**src/rtl/tmds_pkg.sv**
```systemverilog
// Shared types, default 640x480@60 timing and colour-bar table for the TMDS video sequencer.
package tmds_pkg;

    typedef struct packed {
        logic [7:0] r;
        logic [7:0] g;
        logic [7:0] b;
    } rgb888_t;

    typedef enum logic [1:0] {
        IDLE  = 2'd0,
        RUN   = 2'd1,
        DRAIN = 2'd2
    } seq_state_t;

    localparam int unsigned DEF_H_ACTIVE = 640;
    localparam int unsigned DEF_H_FP     = 16;
    localparam int unsigned DEF_H_SYNC   = 96;
    localparam int unsigned DEF_H_BP     = 48;
    localparam int unsigned DEF_V_ACTIVE = 480;
    localparam int unsigned DEF_V_FP     = 10;
    localparam int unsigned DEF_V_SYNC   = 2;
    localparam int unsigned DEF_V_BP     = 33;

    // {R,G,B} on/off per bar; index 0 (white) is the leftmost bar.
    localparam logic [7:0][2:0] COLOUR_BARS = {
        3'b000, 3'b001, 3'b100, 3'b101, 3'b010, 3'b011, 3'b110, 3'b111
    };

    function automatic rgb888_t colour_bar(input logic [2:0] idx);
        logic [2:0] w_bits;
        rgb888_t    w_px;
        w_bits = COLOUR_BARS[idx];
        w_px.r = {8{w_bits[2]}};
        w_px.g = {8{w_bits[1]}};
        w_px.b = {8{w_bits[0]}};
        return w_px;
    endfunction

endpackage

```
**src/rtl/tmds_raster_counter.sv**
```systemverilog
// Horizontal/vertical raster counters with active, sync-window and end-of-frame decode.
module tmds_raster_counter
    import tmds_pkg::*;
#(
    parameter  int unsigned H_ACTIVE = DEF_H_ACTIVE,
    parameter  int unsigned H_FP     = DEF_H_FP,
    parameter  int unsigned H_SYNC   = DEF_H_SYNC,
    parameter  int unsigned H_BP     = DEF_H_BP,
    parameter  int unsigned V_ACTIVE = DEF_V_ACTIVE,
    parameter  int unsigned V_FP     = DEF_V_FP,
    parameter  int unsigned V_SYNC   = DEF_V_SYNC,
    parameter  int unsigned V_BP     = DEF_V_BP,
    localparam int unsigned HW       = $clog2(H_ACTIVE + H_FP + H_SYNC + H_BP),
    localparam int unsigned VW       = $clog2(V_ACTIVE + V_FP + V_SYNC + V_BP)
) (
    input  logic          clk,
    input  logic          rst_n,
    input  logic          run,
    input  logic          clr,
    output logic [HW-1:0] h_cnt,
    output logic [VW-1:0] v_cnt,
    output logic          active,
    output logic          hs_act,
    output logic          vs_act,
    output logic          eof
);

    localparam logic [HW-1:0] H_LAST = HW'(H_ACTIVE + H_FP + H_SYNC + H_BP - 1);
    localparam logic [HW-1:0] H_ACT  = HW'(H_ACTIVE);
    localparam logic [HW-1:0] HS_BEG = HW'(H_ACTIVE + H_FP);
    localparam logic [HW-1:0] HS_END = HW'(H_ACTIVE + H_FP + H_SYNC);
    localparam logic [VW-1:0] V_LAST = VW'(V_ACTIVE + V_FP + V_SYNC + V_BP - 1);
    localparam logic [VW-1:0] V_ACT  = VW'(V_ACTIVE);
    localparam logic [VW-1:0] VS_BEG = VW'(V_ACTIVE + V_FP);
    localparam logic [VW-1:0] VS_END = VW'(V_ACTIVE + V_FP + V_SYNC);

    logic [HW-1:0] r_h_cnt;
    logic [VW-1:0] r_v_cnt;

    always_ff @(posedge clk or negedge rst_n) begin
        if (!rst_n) begin
            r_h_cnt <= '0;
            r_v_cnt <= '0;
        end else if (clr) begin
            r_h_cnt <= '0;
            r_v_cnt <= '0;
        end else if (run) begin
            if (r_h_cnt == H_LAST) begin
                r_h_cnt <= '0;
                r_v_cnt <= (r_v_cnt == V_LAST) ? '0 : r_v_cnt + 1'b1;
            end else begin
                r_h_cnt <= r_h_cnt + 1'b1;
            end
        end
    end

    assign h_cnt  = r_h_cnt;
    assign v_cnt  = r_v_cnt;
    assign active = (r_h_cnt < H_ACT) && (r_v_cnt < V_ACT);
    assign hs_act = (r_h_cnt >= HS_BEG) && (r_h_cnt < HS_END);
    assign vs_act = (r_v_cnt >= VS_BEG) && (r_v_cnt < VS_END);
    assign eof    = (r_h_cnt == H_LAST) && (r_v_cnt == V_LAST);

endmodule

```
**src/rtl/tmds_video_sequencer.sv**
```systemverilog
// Raster sequencer feeding the B/G/R TMDS encoders from a ready/valid pixel stream.
// Define TMDS_SEQ_PATTERN_EN to replace underflowed pixels with colour bars instead of black.
module tmds_video_sequencer
    import tmds_pkg::*;
#(
    parameter  int unsigned H_ACTIVE = DEF_H_ACTIVE,
    parameter  int unsigned H_FP     = DEF_H_FP,
    parameter  int unsigned H_SYNC   = DEF_H_SYNC,
    parameter  int unsigned H_BP     = DEF_H_BP,
    parameter  int unsigned V_ACTIVE = DEF_V_ACTIVE,
    parameter  int unsigned V_FP     = DEF_V_FP,
    parameter  int unsigned V_SYNC   = DEF_V_SYNC,
    parameter  int unsigned V_BP     = DEF_V_BP,
    parameter  logic        HS_POL   = 1'b0,
    parameter  logic        VS_POL   = 1'b0,
    localparam int unsigned HW       = $clog2(H_ACTIVE + H_FP + H_SYNC + H_BP),
    localparam int unsigned VW       = $clog2(V_ACTIVE + V_FP + V_SYNC + V_BP)
) (
    input  logic        clk,
    input  logic        rst_n,
    input  logic        enable,
    input  logic [23:0] pix_data,
    input  logic        pix_valid,
    output logic        pix_ready,
    output logic [7:0]  enc_data_r,
    output logic [7:0]  enc_data_g,
    output logic [7:0]  enc_data_b,
    output logic [1:0]  enc_c_b,
    output logic [1:0]  enc_c_g,
    output logic [1:0]  enc_c_r,
    output logic        enc_blank,
    output logic        frame_start,
    output logic        underflow,
    output logic        busy
);

    seq_state_t    r_state;
    rgb888_t       r_pix;
    logic          r_blank;
    logic          r_hsync;
    logic          r_vsync;
    logic          r_frame_start;
    logic          r_underflow;

    logic [HW-1:0] w_h_cnt;
    logic [VW-1:0] w_v_cnt;
    logic          w_active;
    logic          w_hs_act;
    logic          w_vs_act;
    logic          w_eof;
    logic          w_running;
    logic          w_pix_act;
    rgb888_t       w_subst;
    rgb888_t       w_pixel;

    assign w_running = (r_state != IDLE);

    tmds_raster_counter #(
        .H_ACTIVE (H_ACTIVE),
        .H_FP     (H_FP),
        .H_SYNC   (H_SYNC),
        .H_BP     (H_BP),
        .V_ACTIVE (V_ACTIVE),
        .V_FP     (V_FP),
        .V_SYNC   (V_SYNC),
        .V_BP     (V_BP)
    ) u_raster (
        .clk    (clk),
        .rst_n  (rst_n),
        .run    (w_running),
        .clr    (!w_running),
        .h_cnt  (w_h_cnt),
        .v_cnt  (w_v_cnt),
        .active (w_active),
        .hs_act (w_hs_act),
        .vs_act (w_vs_act),
        .eof    (w_eof)
    );

    assign w_pix_act = w_running && w_active;
    assign pix_ready = w_pix_act;

`ifdef TMDS_SEQ_PATTERN_EN
    localparam int unsigned BAR_W = (H_ACTIVE / 8 > 0) ? H_ACTIVE / 8 : 1;
    logic [HW-1:0] w_band;
    assign w_band  = w_h_cnt / HW'(BAR_W);
    assign w_subst = colour_bar((w_band > HW'(7)) ? 3'd7 : w_band[2:0]);
`else
    assign w_subst = '0;
`endif

    assign w_pixel = pix_valid ? rgb888_t'(pix_data) : w_subst;

    // Timing never stalls: a missing pixel is substituted and flagged, not waited for.
    always_ff @(posedge clk or negedge rst_n) begin
        if (!rst_n) begin
            r_state       <= IDLE;
            r_pix         <= '0;
            r_blank       <= 1'b1;
            r_hsync       <= ~HS_POL;
            r_vsync       <= ~VS_POL;
            r_frame_start <= 1'b0;
            r_underflow   <= 1'b0;
        end else begin
            unique case (r_state)
                IDLE:    if (enable) r_state <= RUN;
                RUN:     if (!enable) r_state <= DRAIN;
                DRAIN: begin
                    if (enable)     r_state <= RUN;
                    else if (w_eof) r_state <= IDLE;
                end
                default: r_state <= IDLE;
            endcase
            r_pix         <= w_pix_act ? w_pixel : '0;
            r_blank       <= !w_pix_act;
            r_hsync       <= (w_running && w_hs_act) ? HS_POL : ~HS_POL;
            r_vsync       <= (w_running && w_vs_act) ? VS_POL : ~VS_POL;
            r_frame_start <= w_pix_act && (w_h_cnt == '0) && (w_v_cnt == '0);
            r_underflow   <= w_pix_act && !pix_valid;
        end
    end

    assign enc_data_r  = r_pix.r;
    assign enc_data_g  = r_pix.g;
    assign enc_data_b  = r_pix.b;
    assign enc_c_b     = {r_vsync, r_hsync};
    assign enc_c_g     = 2'b00;
    assign enc_c_r     = 2'b00;
    assign enc_blank   = r_blank;
    assign frame_start = r_frame_start;
    assign underflow   = r_underflow;
    // Timing keeps running through DRAIN, so the sequencer stays busy until the frame ends.
    assign busy        = w_running;

endmodule

```
**config.mk**
```make
export PLATFORM = sky130hd
export DESIGN_NAME = tmds_video_sequencer
export DESIGN_NICKNAME = d
export VERILOG_FILES = /design/src/rtl/tmds_pkg.sv /design/src/rtl/tmds_raster_counter.sv /design/src/rtl/tmds_video_sequencer.sv
export SDC_FILE = /design/constraint.sdc
export NUM_CORES = 1
export LEC_CHECK = 0
export BUFFER_PORTS_ARGS = -buffer_cell sky130_fd_sc_hd__buf_2
export CAP_MARGIN = 20
export CORE_MARGIN = 2
export CORE_UTILIZATION = 30
export CTS_BUF_LIST = sky130_fd_sc_hd__clkbuf_4 sky130_fd_sc_hd__clkbuf_8 sky130_fd_sc_hd__clkbuf_16
export DETAILED_ROUTE_END_ITERATION = 8
export PLACE_DENSITY = 0.56
export SYNTH_ARGS = -nofsm -noshare
export SYNTH_HDL_FRONTEND = slang
export SYNTH_HIERARCHICAL = 1
export SYNTH_SLANG_ARGS = --single-unit
```
**constraint.sdc**
```tcl
create_clock -name clk -period 2.1 [get_ports clk]
set_input_delay 0.21 -clock clk [delete_from_list [all_inputs] [get_ports clk]]
set_output_delay 0.21 -clock clk [all_outputs]
set_load 0.005 [all_outputs]
```
==> reports/qor.yml, run 1 <==
status: "finished, final reports clean"
synthArstFlopShare: 1.000
syn_to_final_growth_pct: 19.94
vias: 1882
combPwrFrac: 0.119
worstSetupStartpointType: "flip-flop"
grt.overflow.total: 0
grtUsageTotal: 0.1237
max_stage_delay_ns: 0.46
cp_max_fo: 10
wire_per_inst_microns: 13.93
worstPathCellList: "or2_1 > and2_0 > a41oi_2 > nor2b_1 > a22o_1"
syn_area_per_cell_sq_um: 10.84
grt_setup_unrepaired: "false"
final-hold-violation-count: 0
ys_warn_count: 6
fin_skew_ns: 0.007172
end_kind: "flip-flop"
critPathArrivalTime_ns: 2.17
antenna_found_initial: 0
yosysMostFrequentCell: "dfrtp_1"
core-area_sq_um: 8093
fin_util: 0.3664
switching_share: 0.2450
start_util: 0.3055
power_switching_mw: 0.4942
drtPass1Iterations: 4
synth.distinct_cells: 52
synth_top_area_share: 0.4858
placedCellCount: 382
grt_pass1_vias: 1717
remaining_drc_errors: 0
power_frac_seq: 0.521
netlist_instances: 228
whs_ns: 0.05788
power.share.clock: 0.360
cts_setup_buffers: 0
irDropWorstVdd_mv: 0.2551
crit_slowest_cell: "a41oi_2"
fp.dieH_microns: 94.78
grt_max_degree: 32
totalWireLength_microns: 5447
timing.setup.tns_ns: 0
die-area_sq_um: 8983
yosys-top-cells-count: "48 x dfrtp_1, 22 x and3_1, 14 x nor2_1, 13 x nand2_1"
power_density_nw_per_um2: 680.2
clock_latency_ns: 0.31
rows: 33
routabilityCongestion: 0.8353
min_period_ns: 1.967
critPathRequiredTime_ns: 2.30
ys_seq_area_frac: 0.5177
clock_tree.root_cell: "clkbuf_8"
grt_pass1_wl_microns: 8804
ys.flop_type: "dfrtp_1"
portBuffers: 58
cts_tree: "built"
place_area_sq_um: 2831
intPower_mw: 1.523
timing.final.crit_share: 0.9367
synthTopCellsByArea: "dfrtp_1 49%, and3_1 5.6%, dfstp_2 3.2%, buf_4 2.1%, nor2_1 2.1%"
yosys.area.top_type: "dfrtp_1"
drv_slew: 0
netlist_area_sq_um: 2472
viasPerCell: 4.813
clk_pin_slew_ns: 0.09
place_hpwl_microns: 3894
slew_headroom: 0.6664
final_cells: 391
path_delay_family: "simple AND/OR/NAND/NOR gates"
drv_cap: 0
synth_edf_count: 0
stdcell_area_sq_um: 2965
die_w_microns: 94.78
diodes: 0
dr.first_iter.drc_count: 91
ys_ff_latch: 51
tightest_slew_ns: 0.5003
clkSinkCount: 51
drive_gt1_frac: 0.3357
hold_path.class: "in -> reg"
path_class: "reg -> reg"
fin_nets: 317
critical_path_buf_inv_count: 0
leakagePower_nw: 1.463
setup_viol: 0
ant_nets: 0
clk_path_buf_depth: 2
ioPinCount: 63
cts_buffers: 5
fmax_mhz: 508.4
htreeDepth: 2
path summary, 6_finish.rpt:
path                            start  cells past startpoint  slack (ns)                end
hold reg to reg            r_state[1]                      1        0.50         r_state[0]
min in group asynchronous       rst_n                      2        0.39  u_raster/h_cnt[2]
setup / recovery           r_state[0]                      5        0.13  u_raster/v_cnt[8]
setup reg to reg           r_state[0]                      5        0.13  u_raster/v_cnt[8]
max in group asynchronous       rst_n                      3        1.10          enc_blank
hold / removal                 enable                      2        0.06         r_state[1]
sequential cells by signal (all words and copies together) (netlist names):
name and cells:
underflow 1, r_state 2, u_raster/h_cnt 10, u_raster/v_cnt 10, r_vsync 1, r_hsync 1
enc_data_r 8, enc_blank 1, enc_data_b 8, enc_data_g 8, frame_start 1
through the flow:
stage               power (mW)  setup slack, ns
floorplan                1.207           0.3050
global placement         1.310           0.2523
detailed placement       1.312           0.1801
CTS                      2.053          0.01671
global route             2.119          0.02340
finish                   2.017           0.1329
placed cells by master, fill, tap and decap left out, drive strengths merged, types with 3 or more instances in the layout:
cell type / netlist / routed
buf: 15 / 64
conb: 1 / 4
a311oi: 3 / 3
xor2: 3 / 3
dfrtp: 48 / 48
inv: 10 / 11
clkbuf: 3 / 6
a21oi: 6 / 6
o21ai: 10 / 10
nor2: 14 / 14
ha: 4 / 4
or2: 4 / 4
and3: 28 / 28
dfstp: 3 / 3
and4: 3 / 3
nor4: 7 / 7
nand2: 15 / 15
nand3: 9 / 9
nand4: 6 / 6
nor3: 6 / 6
power groups by stage:
stage,sequential [mW],combinational [mW],clock (mW)
2_1_floorplan,1.07,0.137,0
3_3_place_gp,1.07,0.242,0
3_5_place_dp,1.07,0.243,0
4_1_cts,1.05,0.246,0.756
5_1_grt,1.06,0.273,0.787
6_report,1.05,0.241,0.726
cell type report:
class	instances	area, sq um
clock inverters	2	38.79
well taps	105	131.4
repair buffers	65	357.8
clock buffers	6	82.58
fillers	845	5127
multi-input cells	152	1032
inverters	10	42.54
flip-flops and latches	51	1280
timing repair:
| action | CTS | global route |
|---|---|---|
| resized for setup | 0 | 2 |
| hold buffers | 1 | 0 |
| hold endpoints to repair | 18 | 0 |
| setup endpoints to repair | 0 | 1 |
per-layer routing:
layer	global-route usage	wire, microns	vias to the layer above
li1	-	-	921
met1	0.1744	2492	922
met2	0.1939	2702	34
met3	0.01995	179	5
met4	0.03986	73	0
met5	0	0	-
cell families after synthesis:
group	synth area share
compound gates	0.1048
xor+xnor	0.01772
mux	0.008097
simple gates	0.2596
fa+ha+maj	0.02024
other cells	0.001517
flops	0.5177
buf+inv	0.07034
Note: power is estimated with default switching activity, not from simulation.
==> inputs of run 2 (changes only) <==
--- a/config.mk
+++ b/config.mk
@@ -6,12 +6,13 @@
 export NUM_CORES = 1
 export LEC_CHECK = 0
 export BUFFER_PORTS_ARGS = -buffer_cell sky130_fd_sc_hd__buf_2
-export CAP_MARGIN = 20
+export CAP_MARGIN = 10
 export CORE_MARGIN = 2
 export CORE_UTILIZATION = 30
 export CTS_BUF_LIST = sky130_fd_sc_hd__clkbuf_4 sky130_fd_sc_hd__clkbuf_8 sky130_fd_sc_hd__clkbuf_16
 export DETAILED_ROUTE_END_ITERATION = 8
 export PLACE_DENSITY = 0.56
+export REMOVE_ABC_BUFFERS = 1
 export SYNTH_ARGS = -nofsm -noshare
 export SYNTH_HDL_FRONTEND = slang
 export SYNTH_HIERARCHICAL = 1
==> run 2 against run 1 <==
Net effect:
- via count grew 1.3%
- die area is the same
- first-iteration DRC count grew 38%
==> reports/qor.yml, run 2 (synthesis results as in run 1) <==
wire_per_inst_microns: 14.07  # +0.99%
die_w_microns: 94.78  # unchanged
drtPass1Iterations: 4  # unchanged
critPathLaunch: "u_raster/h_cnt[7]"
hp-start: "enable"
leakagePower_nw: 1.445  # -1.2%
irDropWorstVdd_mv: 0.2836  # +11%
nFillCells: 849  # +0.47%
end_kind: "output port"
die-area_sq_um: 8983  # unchanged
setup_viol: 0  # unchanged
ant_nets: 0  # unchanged
vias: 1906  # +1.3%
htreeDepth: 2  # unchanged
worstSetupStartpointType: "flip-flop"
grt_setup_unrepaired: "false"
cts_buffers: 5  # unchanged
viasPerCell: 4.900  # +1.8%
status: "finished, final reports clean"
place_hpwl_microns: 3933  # +1.0%
r2r_slack_ns: 0.19  # +0.06 ns
cts_setup_buffers: 0  # unchanged
timing.setup.tns_ns: 0  # unchanged
reg2reg_from: "r_state[0]"
final_cell_mix: "58 x buf_2, 48 x dfrtp_1, 22 x and3_1"
totalWireLength_microns: 5473  # +0.48%
critPathArrivalTime_ns: 1.72  # -0.45 ns
fmax_mhz: 519.0  # +2.1%
syn_to_final_growth_pct: 19.03
grtUsageMet2: 0.1968  # +0.002955
clock_latency_ns: 0.30  # about the same
rows: 33  # unchanged
path_class: "reg -> out"
routabilityCongestion: 0.8477  # +1.5%
use_met3: 0.02634  # +0.006385
max_stage_delay_ns: 0.52  # +0.06 ns
start_util: 0.3055  # unchanged
layout_commonest_cell: "buf_2"
pre_cts_ws_ns: 0.2329  # +0.05277 ns
portBuffers: 58  # unchanged
grt_max_degree: 36  # +13%
grtUsageTotal: 0.1265  # +0.002866
cp_max_fo: 26  # +16
drv_slew: 0  # unchanged
crit_slowest_cell: "dfrtp_1"
timing.final.crit_share: 0.9175  # -0.01924
final-hold-violation-count: 0  # unchanged
diodes: 0  # unchanged
critical_path_buf_inv_count: 2  # +2
min_period_ns: 1.927  # -0.04040 ns
hold_path.class: "in -> reg"
critPathRequiredTime_ns: 1.89  # -0.41 ns
grt_pass1_vias: 1842  # +7.3%
antenna_found_initial: 0  # unchanged
drive_gt1_frac: 0.3310  # -0.004678
ioPinCount: 63  # unchanged
dr.first_iter.drc_count: 126  # +38%
fin_nets: 315  # -0.63%
grt_pass1_wl_microns: 9004  # +2.3%
fp.dieH_microns: 94.78  # unchanged
worstPathCellList: "o21ai_1 > nand2_1 > nor2_2 > nand2_8 > inv_6 > buf_2"
fin_skew_ns: 0.01099  # +0.003818 ns
fin_ws_ns: 0.1733  # +0.04040 ns
cts_tree: "built"
clock_tree.root_cell: "clkbuf_8"
remaining_drc_errors: 0  # unchanged
grt.overflow.total: 0  # unchanged
drv_cap: 0  # unchanged
met1_usage: 0.1746  # +0.0001990
power_density_nw_per_um2: 674.6  # -0.82%
core-area_sq_um: 8093  # unchanged
clkSinkCount: 51  # unchanged
busiest_layer: "met2"
clk_path_buf_depth: 2  # unchanged
clk_pin_slew_ns: 0.10  # about the same
path_delay_family: "flip-flops"
==> run 2: changes by cell type in the layout (fill, tap and decap cells not counted), sizes merged <==
cell      before  now
inv           11   10
clkinvlp       0    1
buf           64   62
==> run 2: stage by stage <==
step / utilization / hold WS [ns] / area, sq um / std cells / power, mW
after floorplan: - / -0.08559 / 2352 / 213 / 1.181
after global placement: 0.3480 / 0.1658 / 2816 / 380 / 1.308
after detailed placement: 0.3480 / 0.1687 / 2816 / 380 / 1.311
after CTS: 0.3633 / 0.06302 / 2940 / 389 / 2.011
after global routing: 0.3636 / 0.05773 / 2943 / 389 / 2.083
final: 0.3636 / 0.05997 / 2943 / 389 / 1.985
==> run 2: power breakdown <==
part / internal (mW) / switching, mW
registers: 1.03 / 0.0234
clock network: 0.369 / 0.327
logic: 0.104 / 0.136
total: 1.50 / 0.487
==> run 2: final timing paths <==
| kind | depth (start not counted) | endpoint |
|---|---|---|
| setup / recovery | 6 | pix_ready |
| hold / removal | 2 | r_state[1] |
| setup reg to reg | 5 | u_raster/v_cnt[8] |
| hold reg to reg | 1 | r_state[0] |
| max in group asynchronous | 3 | enc_blank |
| min in group asynchronous | 2 | enc_data_b[4] |
==> run 2: layout make-up <==
| cell class | count | area [sq um] | area share |
|---|---|---|---|
| Sequential cell | 51 | 1280 | 0.4350 |
| Multi-Input combinational cell | 152 | 1032 | 0.3508 |
| Clock inverter | 2 | 37.54 | 0.01276 |
| Clock buffer | 6 | 76.32 | 0.02594 |
| Inverter | 10 | 42.54 | 0.01446 |
| Timing Repair Buffer | 63 | 342.8 | 0.1165 |
| Tap cell | 105 | 131.4 | 0.04464 |
==> run 2: per-layer routing <==
metal,wire length (microns),vias to the layer above
met5,0,-
met4,74,0
met3,188,6
met2,2735,35
met1,2474,950
li1,-,915
==> run 2: timing repair <==
item                       in CTS  in global routing
hold buffers                    1                  0
setup endpoints to repair       1                  1
gates resized for setup         1                  1
hold endpoints to repair       14                  0
